**src/rtl/d_seq.sv**
```systemverilog
// d_seq -- secure-block transaction sequencer around the D-line driver.
//
// Receives a block through the driver after a write command, hands it to the
// cipher engine, holds the processed block until a read command, sends it back
// through the driver and returns to idle. CRC failures and stalled transfers
// abort the transaction by pulsing the driver reset for two cycles.
//
// Optional build macro: DSEQ_ERRCNT_EN adds oerr_cnt, a saturating count of
// aborts (cleared only by reset).
//
// Ports:
//   iclk, irst_n                 SD clock, asynchronous active-low reset
//   iwrite_cmd, iread_cmd        one-cycle command pulses from the command layer
//   odrv_start, odrv_rst         driver start pulse / driver reset (abort)
//   idrv_done, idrv_crc_fail     driver completion / CRC failure
//   oproc_start, iproc_done      cipher start pulse / cipher done pulse
//   obusy, odata_ready           transaction in progress / block held for read
//   oerr_crc, oerr_timeout       sticky error flags, cleared by accepted write
//   owr_rej                      pulse: write command ignored (not idle)
//   oerr_cnt [7:0]               abort count (DSEQ_ERRCNT_EN only)

module d_seq #(
  parameter int unsigned TIMEOUT = 65535,
  parameter int unsigned CNT_W   = 16
) (
  input  logic       iclk,
  input  logic       irst_n,
  input  logic       iwrite_cmd,
  input  logic       iread_cmd,
  output logic       odrv_start,
  output logic       odrv_rst,
  input  logic       idrv_done,
  input  logic       idrv_crc_fail,
  output logic       oproc_start,
  input  logic       iproc_done,
  output logic       obusy,
  output logic       odata_ready,
  output logic       oerr_crc,
  output logic       oerr_timeout,
  output logic       owr_rej
`ifdef DSEQ_ERRCNT_EN
  ,
  output logic [7:0] oerr_cnt
`endif
);

  // ABORT is split into two states so the driver reset lasts exactly two
  // cycles without borrowing the watchdog.
  typedef enum logic [3:0] {
    S_IDLE,
    S_RCV_START,
    S_RCV_WAIT,
    S_PROC_START,
    S_PROC_WAIT,
    S_READY,
    S_SEND_START,
    S_SEND_WAIT,
    S_ABORT,
    S_ABORT2
  } state_t;

  localparam logic [CNT_W-1:0] WD_LAST  = CNT_W'(TIMEOUT - 1);
  // The driver clears its stale CRC flag one cycle after start, so the flag
  // is only trusted from the third RCV_WAIT cycle on.
  localparam logic [CNT_W-1:0] CRC_SKIP = CNT_W'(2);

  state_t           state, state_nx;
  logic [CNT_W-1:0] wd;
  logic             rd_pend;
  logic             set_crc, set_to, clr_err, clr_pend;

  always_comb begin
    state_nx = state;
    set_crc  = 1'b0;
    set_to   = 1'b0;
    clr_err  = 1'b0;
    clr_pend = 1'b0;
    case (state)
      S_IDLE: begin
        if (iwrite_cmd) begin
          state_nx = S_RCV_START;
          clr_err  = 1'b1;
        end
      end
      S_RCV_START:  state_nx = S_RCV_WAIT;
      S_RCV_WAIT: begin
        if (idrv_done) begin
          state_nx = S_PROC_START;
        end else if (idrv_crc_fail && (wd >= CRC_SKIP)) begin
          state_nx = S_ABORT;
          set_crc  = 1'b1;
        end else if (wd == WD_LAST) begin
          state_nx = S_ABORT;
          set_to   = 1'b1;
        end
      end
      S_PROC_START: state_nx = S_PROC_WAIT;
      S_PROC_WAIT: begin
        if (iproc_done) state_nx = S_READY;
      end
      S_READY: begin
        if (iread_cmd || rd_pend) begin
          state_nx = S_SEND_START;
          clr_pend = 1'b1;
        end
      end
      S_SEND_START: state_nx = S_SEND_WAIT;
      S_SEND_WAIT: begin
        if (idrv_done) begin
          state_nx = S_IDLE;
        end else if (wd == WD_LAST) begin
          state_nx = S_ABORT;
          set_to   = 1'b1;
        end
      end
      S_ABORT:  state_nx = S_ABORT2;
      S_ABORT2: state_nx = S_IDLE;
      default:  state_nx = S_IDLE;
    endcase
  end

  // Outputs are registered from the next state so each one lines up with the
  // cycle its state is occupied.
  always_ff @(posedge iclk or negedge irst_n) begin
    if (!irst_n) begin
      state        <= S_IDLE;
      wd           <= '0;
      rd_pend      <= 1'b0;
      odrv_start   <= 1'b0;
      odrv_rst     <= 1'b0;
      oproc_start  <= 1'b0;
      obusy        <= 1'b0;
      odata_ready  <= 1'b0;
      oerr_crc     <= 1'b0;
      oerr_timeout <= 1'b0;
      owr_rej      <= 1'b0;
    end else begin
      state <= state_nx;

      if (state_nx != state)
        wd <= '0;
      else if (((state == S_RCV_WAIT) || (state == S_SEND_WAIT)) && (wd != '1))
        wd <= wd + CNT_W'(1);

      if (clr_pend)
        rd_pend <= 1'b0;
      else if (iread_cmd && ((state == S_PROC_START) || (state == S_PROC_WAIT)))
        rd_pend <= 1'b1;

      odrv_start  <= (state_nx == S_RCV_START) || (state_nx == S_SEND_START);
      odrv_rst    <= (state_nx == S_ABORT) || (state_nx == S_ABORT2);
      oproc_start <= (state_nx == S_PROC_START);
      obusy       <= (state_nx != S_IDLE);
      odata_ready <= (state_nx == S_READY);
      owr_rej     <= iwrite_cmd && (state != S_IDLE);

      if (clr_err)
        oerr_crc <= 1'b0;
      else if (set_crc)
        oerr_crc <= 1'b1;

      if (clr_err)
        oerr_timeout <= 1'b0;
      else if (set_to)
        oerr_timeout <= 1'b1;
    end
  end

`ifdef DSEQ_ERRCNT_EN
  always_ff @(posedge iclk or negedge irst_n) begin
    if (!irst_n)
      oerr_cnt <= '0;
    else if ((state_nx == S_ABORT) && (state != S_ABORT) && (oerr_cnt != '1))
      oerr_cnt <= oerr_cnt + 8'd1;
  end
`endif

endmodule

```
**config.mk**
```make
export PLATFORM = sky130hd
export DESIGN_NAME = d_seq
export DESIGN_NICKNAME = d
export VERILOG_FILES = /design/src/rtl/d_seq.sv
export SDC_FILE = /design/constraint.sdc
export NUM_CORES = 1
export LEC_CHECK = 0
export ABC_AREA = 1
export CAP_MARGIN = 20
export CORE_UTILIZATION = 51
export DETAILED_ROUTE_END_ITERATION = 7
export GPL_ROUTABILITY_DRIVEN = 0
export PLACE_DENSITY = 0.86
export SLEW_MARGIN = 10
export SYNTH_ARGS = -nofsm -noshare
export SYNTH_HDL_FRONTEND = slang
export SYNTH_SLANG_ARGS = --single-unit
```
**constraint.sdc**
```tcl
create_clock -name iclk -period 1.78 [get_ports iclk]
set_clock_uncertainty 0.1 [all_clocks]
set_input_delay 0.356 -clock iclk [delete_from_list [all_inputs] [get_ports iclk]]
set_output_delay 0.356 -clock iclk [all_outputs]
set_load 0.02 [all_outputs]
```
==> results of run 1 <==
worst max-delay path: stages, from the launching register on:
cell	delay, ns
dfrtp_1	0.41
inv_2	0.07
ha_4	0.18
nor2_4	0.08
nand3_2	0.07
nor2_1	0.15
nand2_1	0.12
nand3_2	0.12
nand3_2	0.11
nor2_4	0.17
nand3_4	0.20
nor2_2	0.13
final cells by class:
type | count | area share [%]
Clock inverter | 1 | 1.273
Tap cell | 44 | 2.334
Timing Repair Buffer | 42 | 15.01
Multi-Input combinational cell | 161 | 42.18
Sequential cell | 29 | 30.82
Clock buffer | 7 | 2.334
Inverter | 38 | 6.048
through the flow:
stage | setup WS, ns | power, mW | hold slack (ns) | std cells | setup TNS [ns]
after floorplan | 0.04083 | 1.680 | -0.03959 | 228 | 0
after global placement | -0.2777 | 2.069 | 0.3874 | 304 | -4.476
after detailed placement | -0.3796 | 2.116 | 0.4031 | 304 | -6.085
after CTS | -0.05153 | 2.808 | 0.3040 | 316 | -0.5757
after global routing | -0.2791 | 3.154 | 0.3147 | 322 | -4.439
final | -0.2058 | 3.007 | 0.2973 | 322 | -3.185
kinds of logic after synthesis:
logic type               after synthesis
XOR/XNOR                               9
buffers and inverters                 39
flip-flops                            29
AO/OA/AOI/OAI                          8
adder cells (fa/ha/maj)                2
AND/OR/NAND/NOR                      141
cells in the final DEF (no fill, tap or decap), types with 2 or more instances in the layout:
cell / instances
nand2_2: 18
dlymetal6s2s_1: 2
nor2_2: 18
buf_4: 28
xor2_1: 9
inv_2: 6
nand3_2: 5
clkbuf_4: 5
clkdlybuf4s50_1: 11
nor2_4: 5
nand4_1: 8
nand3_1: 10
a21oi_1: 3
nand3_4: 3
nand2_1: 41
nor3_1: 3
nor3_2: 2
nor2_1: 23
dfrtp_1: 28
o21ai_0: 2
nand2_4: 2
inv_1: 32
nand3b_1: 2
flip-flops by register name (all words and copies together), names as in the netlist:
signal        cells
rd_pend           1
odata_ready       1
oproc_start       1
state             4
owr_rej           1
oerr_timeout      1
odrv_rst          1
obusy             1
odrv_start        1
oerr_crc          1
wd               16
synthesized netlist by cell type, drive strengths merged:
| cell | instances |
|---|---|
| o311ai | 1 |
| nand3 | 17 |
| inv | 38 |
| dfrtp | 29 |
| nand4 | 8 |
| a21oi | 3 |
| o211ai | 1 |
| nor2 | 46 |
| ha | 2 |
| o311a | 1 |
| nand2 | 61 |
| buf | 1 |
| nor3 | 5 |
| nand3b | 3 |
| or2 | 1 |
| xor2 | 9 |
| o21ai | 2 |
layer usage:
metal	vias to the layer above	GRT usage, %	share of wire [%]
met5	-	0	0
met2	95	40.82	49
met3	23	7.576	7.1
met1	821	30.95	40
met4	0	12.29	3.8
li1	812	-	-
where the power goes:
part           internal [mW]  switching (mW)
Sequential             0.763          0.0859
Combinational          0.599            1.00
Clock                  0.335           0.224
Total                   1.70            1.31
what timing repair did:
action,4_1_cts,5_1_grt
setup endpoints to repair,18,21
setup buffers,3,6
pin swaps,14,9
cloned,1,0
resized for setup,13,30
path summary, 6_finish.rpt:
check	from	endpoint	slack (ns)
worst min-delay path	irst_n	odrv_rst$_DFF_PN0_	0.30
worst max-delay path	wd[0]$_DFFE_PN0P_	wd[7]$_DFFE_PN0P_	-0.21
worst min register to register	oerr_timeout$_DFFE_PN0P_	oerr_timeout$_DFFE_PN0P_	0.44
min in group iclk	oerr_timeout$_DFFE_PN0P_	oerr_timeout$_DFFE_PN0P_	0.44
worst max register to register	wd[0]$_DFFE_PN0P_	wd[7]$_DFFE_PN0P_	-0.21
max in group asynchronous	irst_n	state[0]$_DFF_PN0_	0.99
==> results by group, run 1 <==
Clock network
  – Hold-fix buffers, CTS: 0
  – Sink Count: 29
  – H-tree depth: 2
  – CTS tree: built
  – Root Driver: clkbuf_4
  – Clock transition at path regs: approximately 0.1 ns
  – Clock latency on the worst-skew pair: 0.34 ns
  – Inserted Clock Buffers: 5
  – Longest Clk Path Bufs: 2

Synth
  – Area leader, netlist: dfrtp_1
  – Syn avg cell area: 7.562 sq um
  – Multiplexer area fraction after synthesis: 0%
  – Seq/Total Area, Yosys: 42.09%
  – Synth Area in Simple Gates: 39.91%
  – Number of synthesized register bits: 29
  – Main area contributors after synthesis: dfrtp_1 42%, nand2_1 12%, inv_1 7.2%
  – Top cell type's share of synthesized area: a little over two fifths
  – Mapped Nets: 237
  – Synth Area in Compound Gates: 3.048%
  – Count of different cell masters after synthesis: 25
  – Synth Area in XOR/XNOR: about 4.6%
  – Cell Area, Synth: around 1700 sq um
  – Syn Inst Count: 228
  – Synth Area in Adders: around 1.5%
  – Yosys warnings: 0
  – Main combinational cell family by area after synthesis: simple AND/OR/NAND/NOR gates

STA
  – Achievable Freq: 0.5036 GHz
  – RSZ-0062 raised after global routing: true
  – Crit share post-route: 111.6%
  – Post-route setup slack: -0.2058 ns
  – Final Slew Violations: 0
  – Relative slew slack: 69.43%
  – Final Setup Violations: 18
  – Tmin final: 1.986 ns
  – Worst-margin pin slew: 0.4550 ns
  – Fin. Hold Viols: 0

Setup path
  – WP data arrival: 2.15 ns
  – Crit path required time: ~1.9 ns
  – Max FO, Critical Path: 8
  – Startpoint Class: register
  – CP Capture Type: register
  – Cells on worst reg2reg path: 11
  – Crit Path Class: reg -> reg

Finish
  – Final instance area: 2359 sq um
  – Antenna diodes: 0
  – Synth-to-layout area growth: 36.79%
  – Final #Nets: 286
  – Fraction of layout cells with a size suffix above 1: approximately 36%
  – Post-layout util: 75.40%
  – Register area: 726.9 sq um
  – Multi-input logic area: 994.7 sq um
  – FILL cells: 195

Min path
  – Hold/Removal Path Class: in -> async

Die
  – Die area: 3617 sq um
  – Die Wd: ~60 um
  – Die height: ~60 um
  – Total core area: 3128 sq um
  – Initial Utilization: 55.12%
  – IO Pins: 15
  – Row count: 20

Placement
  – Dpl hpwl: roughly 2800 um
  – Buffers on Ports: 14
  – Cell Area, Placed: 2051 sq um

Drt
  – Detailed-route DRC error count: 0
  – Total wire length: 4930 um
  – DRT antenna net count: 0
  – Routed len/inst: 15.31 um
  – DR vias: 1751
  – DRT iter0 DRCs: 111
  – Total iterations of the first detailed-routing run: 7
  – Vias/cell: between 5 and 6

GRT
  – Total track usage: 25.43%
  – Antenna violations before repair: 0
  – Grt total ovfl: 0
  – Vias in the first global route: 1521
  – First-pass GRT wire length: 6534 um
  – Largest net degree at the start of global routing: 30

Job
  – Max-cap viol count: 0

Status
  – Failing checks: setup timing
  – Status: finished with violations

Power and ir drop
  – Pleak: 1.197 nW
  – Pwr/cell area: 1275 nW/um^2
  – Maximum vdd ir drop: 897.7 uV
No activity file was read; power rests on OpenSTA's default activity.
==> run 2: changes to the inputs <==
--- a/config.mk
+++ b/config.mk
@@ -11,6 +11,7 @@
 export DETAILED_ROUTE_END_ITERATION = 7
 export GPL_ROUTABILITY_DRIVEN = 0
 export PLACE_DENSITY = 0.86
+export RECOVER_POWER = 25
 export SLEW_MARGIN = 10
 export SYNTH_ARGS = -nofsm -noshare
 export SYNTH_HDL_FRONTEND = slang
==> results by group, run 2 (synthesis gave the netlist of run 1 again) <==
Setup path
  – Reg2reg start: wd[0]$_DFFE_PN0P_
  – Crit Path Class: reg -> reg
  – Critical Path Stages: 11 (unchanged)
  – CP max stage delay: 0.41 ns (about the same)
  – Crit Reg-Reg Endpoint: wd[7]$_DFFE_PN0P_
  – Most used cell, CP: nand3_2
  – Crit-path slowest cell: dfrtp_1
  – Setup crit end: wd[7]$_DFFE_PN0P_
  – Crit path from: wd[0]$_DFFE_PN0P_
  – R2R setup slack: -0.21 ns (about the same)
  – Worst-path cell chain: inv_2 -> ha_4 -> nor2_4 -> nand3_2 -> nor2_1 -> nand2_1 -> nand3_2 -> nand3_2 -> nor2_4 -> nand3_4 -> nor2_2
  – WP data arrival: 2.15 ns (about the same)
  – CP bufs+invs: 1 (unchanged)
  – Crit path required time: 1.94 ns (about the same)
  – CP top delay family: simple AND/OR/NAND/NOR gates
  – Max FO, Critical Path: 8 (unchanged)
  – CP Capture Type: register
  – Cells on worst reg2reg path: 11 (unchanged)
  – Startpoint Class: register

Drt
  – Total iterations of the first detailed-routing run: 7 (unchanged)
  – Detailed-route DRC error count: 0 (unchanged)
  – DR vias: 1751 (unchanged)
  – Vias/cell: 5.438 (unchanged)
  – DRT antenna net count: 0 (unchanged)
  – Total wire length: 4927 um (about the same)
  – DRT iter0 DRCs: 111 (unchanged)
  – Routed len/inst: 15.30 um (about the same)

Power and ir drop
  – Switch Pwr: 1.310 mW (about the same)
  – Power, Total: 3.006 mW (about the same)
  – Reg power frac: 28.2% (about the same)
  – Combinational power share: 53.2% (about the same)
  – Maximum vdd ir drop: 897.7 uV (about the same)
  – Pleak: 1.197 nW (about the same)
  – Net Sw Frac: 43.58% (about the same)
  – P_int: 1.696 mW (about the same)
  – Clock network fraction of total power: 18.6% (about the same)
  – Pwr/cell area: 1276 nW/um^2 (about the same)

GRT
  – Total track usage: 25.43% (unchanged)
  – Met1 Use GR: 30.95% (unchanged)
  – Antenna violations before repair: 0 (unchanged)
  – First-pass GRT wire length: 6534 um (unchanged)
  – Vias in the first global route: 1521 (unchanged)
  – M2 GR Usage: 40.82% (unchanged)
  – Grt total ovfl: 0 (unchanged)
  – Top Usage Layer GRT: met2
  – Largest net degree at the start of global routing: 30 (unchanged)
  – Met3 usage: 7.576% (unchanged)

STA
  – Crit share post-route: 111.6% (unchanged)
  – Achievable Freq: 0.5036 GHz (unchanged)
  – Final Setup Violations: 18 (unchanged)
  – Tmin final: 1.986 ns (unchanged)
  – RSZ-0062 raised after global routing: true
  – Post-route setup slack: -0.2058 ns (unchanged)
  – Worst-margin pin slew: 0.7158 ns (+0.2608 ns)
  – Fin. Hold Viols: 0 (unchanged)
  – Relative slew slack: 52.28% (-17 points)
  – Final Slew Violations: 0 (unchanged)

Clock network
  – Sink Count: 29 (unchanged)
  – Hold-fix buffers, CTS: 0 (unchanged)
  – Root Driver: clkbuf_4
  – H-tree depth: 2 (unchanged)
  – Inserted Clock Buffers: 5 (unchanged)
  – CTS tree: built
  – Clock transition at path regs: 0.10 ns (about the same)
  – Longest Clk Path Bufs: 2 (unchanged)
  – Clock latency on the worst-skew pair: 0.34 ns (about the same)

Die
  – Die Wd: 60.15 um (unchanged)
  – Total core area: 3128 sq um (unchanged)
  – Die height: 60.15 um (unchanged)
  – IO Pins: 15 (unchanged)
  – Die area: 3617 sq um (unchanged)
  – Row count: 20 (unchanged)
  – Initial Utilization: 55.12% (unchanged)

Min path
  – Hold/Removal Path Class: reg -> reg
  – WHS Path Cells: 2

Finish
  – Largest regs: wd x16, state x4
  – Commonest non-fill, non-tap cell in the layout: nand2_1
  – Largest Register: wd
  – Final #Nets: 286 (unchanged)
  – Post-layout util: 75.32% (-0.080 points)
  – Commonest non-fill, non-tap cells in the layout: 41 x nand2_1, 32 x inv_1, 28 x dfrtp_1
  – Multi-input logic area: 994.7 sq um (unchanged)
  – FILL cells: 196 (+0.51%)
  – Flip-flop count of the largest register after layout: 16 (unchanged)
  – Synth-to-layout area growth: 36.65%
  – Register area: 726.9 sq um (unchanged)
  – Antenna diodes: 0 (unchanged)
  – Fraction of layout cells with a size suffix above 1: 35.97% (unchanged)
  – Layout Cells excl Fill: 322 (unchanged)

Status
  – Failing checks: setup timing
  – Status: finished with violations

Placement
  – Buffers on Ports: 14 (unchanged)
  – Inst Count DP: 304 (unchanged)
  – Dpl hpwl: 2798 um (unchanged)

Job
  – Max-cap viol count: 0 (unchanged)
-- run 2: worst reg2reg max path, stage by stage, from the launching register on --
cell	delay, ns
dfrtp_1	0.41
inv_2	0.08
ha_4	0.18
nor2_4	0.08
nand3_2	0.07
nor2_1	0.15
nand2_1	0.12
nand3_2	0.12
nand3_2	0.11
nor2_4	0.17
nand3_4	0.20
nor2_2	0.13
-- run 2: per-layer routing --
layer	vias to the layer above	wire (um)
li1	812	-
met2	95	2420
met3	23	352
met1	821	1966
met4	0	187
met5	-	0
-- run 2: cell type report --
type                    count  share of cell area [%]
well taps                  44                   2.337
flip-flops and latches     29                   30.86
repair buffers             42                   14.92
inverters                  38                   6.054
multi-input cells         161                   42.22
clock inverters             1                   1.275
clock buffers               7                   2.337
-- run 2: what timing repair did --
action / 4_1_cts / 5_1_grt
pin swaps: 14 / 9
gates cloned: 1 / 0
resized for setup: 13 / 30
buffers inserted: 3 / 6
endpoints found under the setup margin: 18 / 21
-- run 2: stage by stage --
stage	worst slack, ns	TNS [ns]	instance area, sq um	hold WS (ns)
after detailed placement	-0.3796	-6.085	2051	0.4031
after global placement	-0.2777	-4.476	2051	0.3874
after floorplan	0.04083	0	1724	-0.03959
after global routing	-0.2791	-4.439	2356	0.4313
after CTS	-0.05153	-0.5757	2215	0.3040
final	-0.2058	-3.185	2356	0.4412
-- run 2: power groups by stage --
stage	sequential (mW)	combinational (mW)	clock (mW)
after global routing	0.860	1.71	0.585
final	0.849	1.60	0.559
after floorplan	0.897	0.782	0
after CTS	0.832	1.41	0.563
after detailed placement	0.844	1.27	0
after global placement	0.836	1.23	0
-- run 2: worst min path at each step --
stage | startpoint | endpoint
after floorplan | irst_n | obusy$_DFF_PN0_
after global placement | oerr_timeout$_DFFE_PN0P_ | oerr_timeout$_DFFE_PN0P_
after detailed placement | oerr_timeout$_DFFE_PN0P_ | oerr_timeout$_DFFE_PN0P_
after CTS | irst_n | wd[1]$_DFFE_PN0P_
after global routing | oerr_timeout$_DFFE_PN0P_ | oerr_timeout$_DFFE_PN0P_
final | oerr_timeout$_DFFE_PN0P_ | oerr_timeout$_DFFE_PN0P_
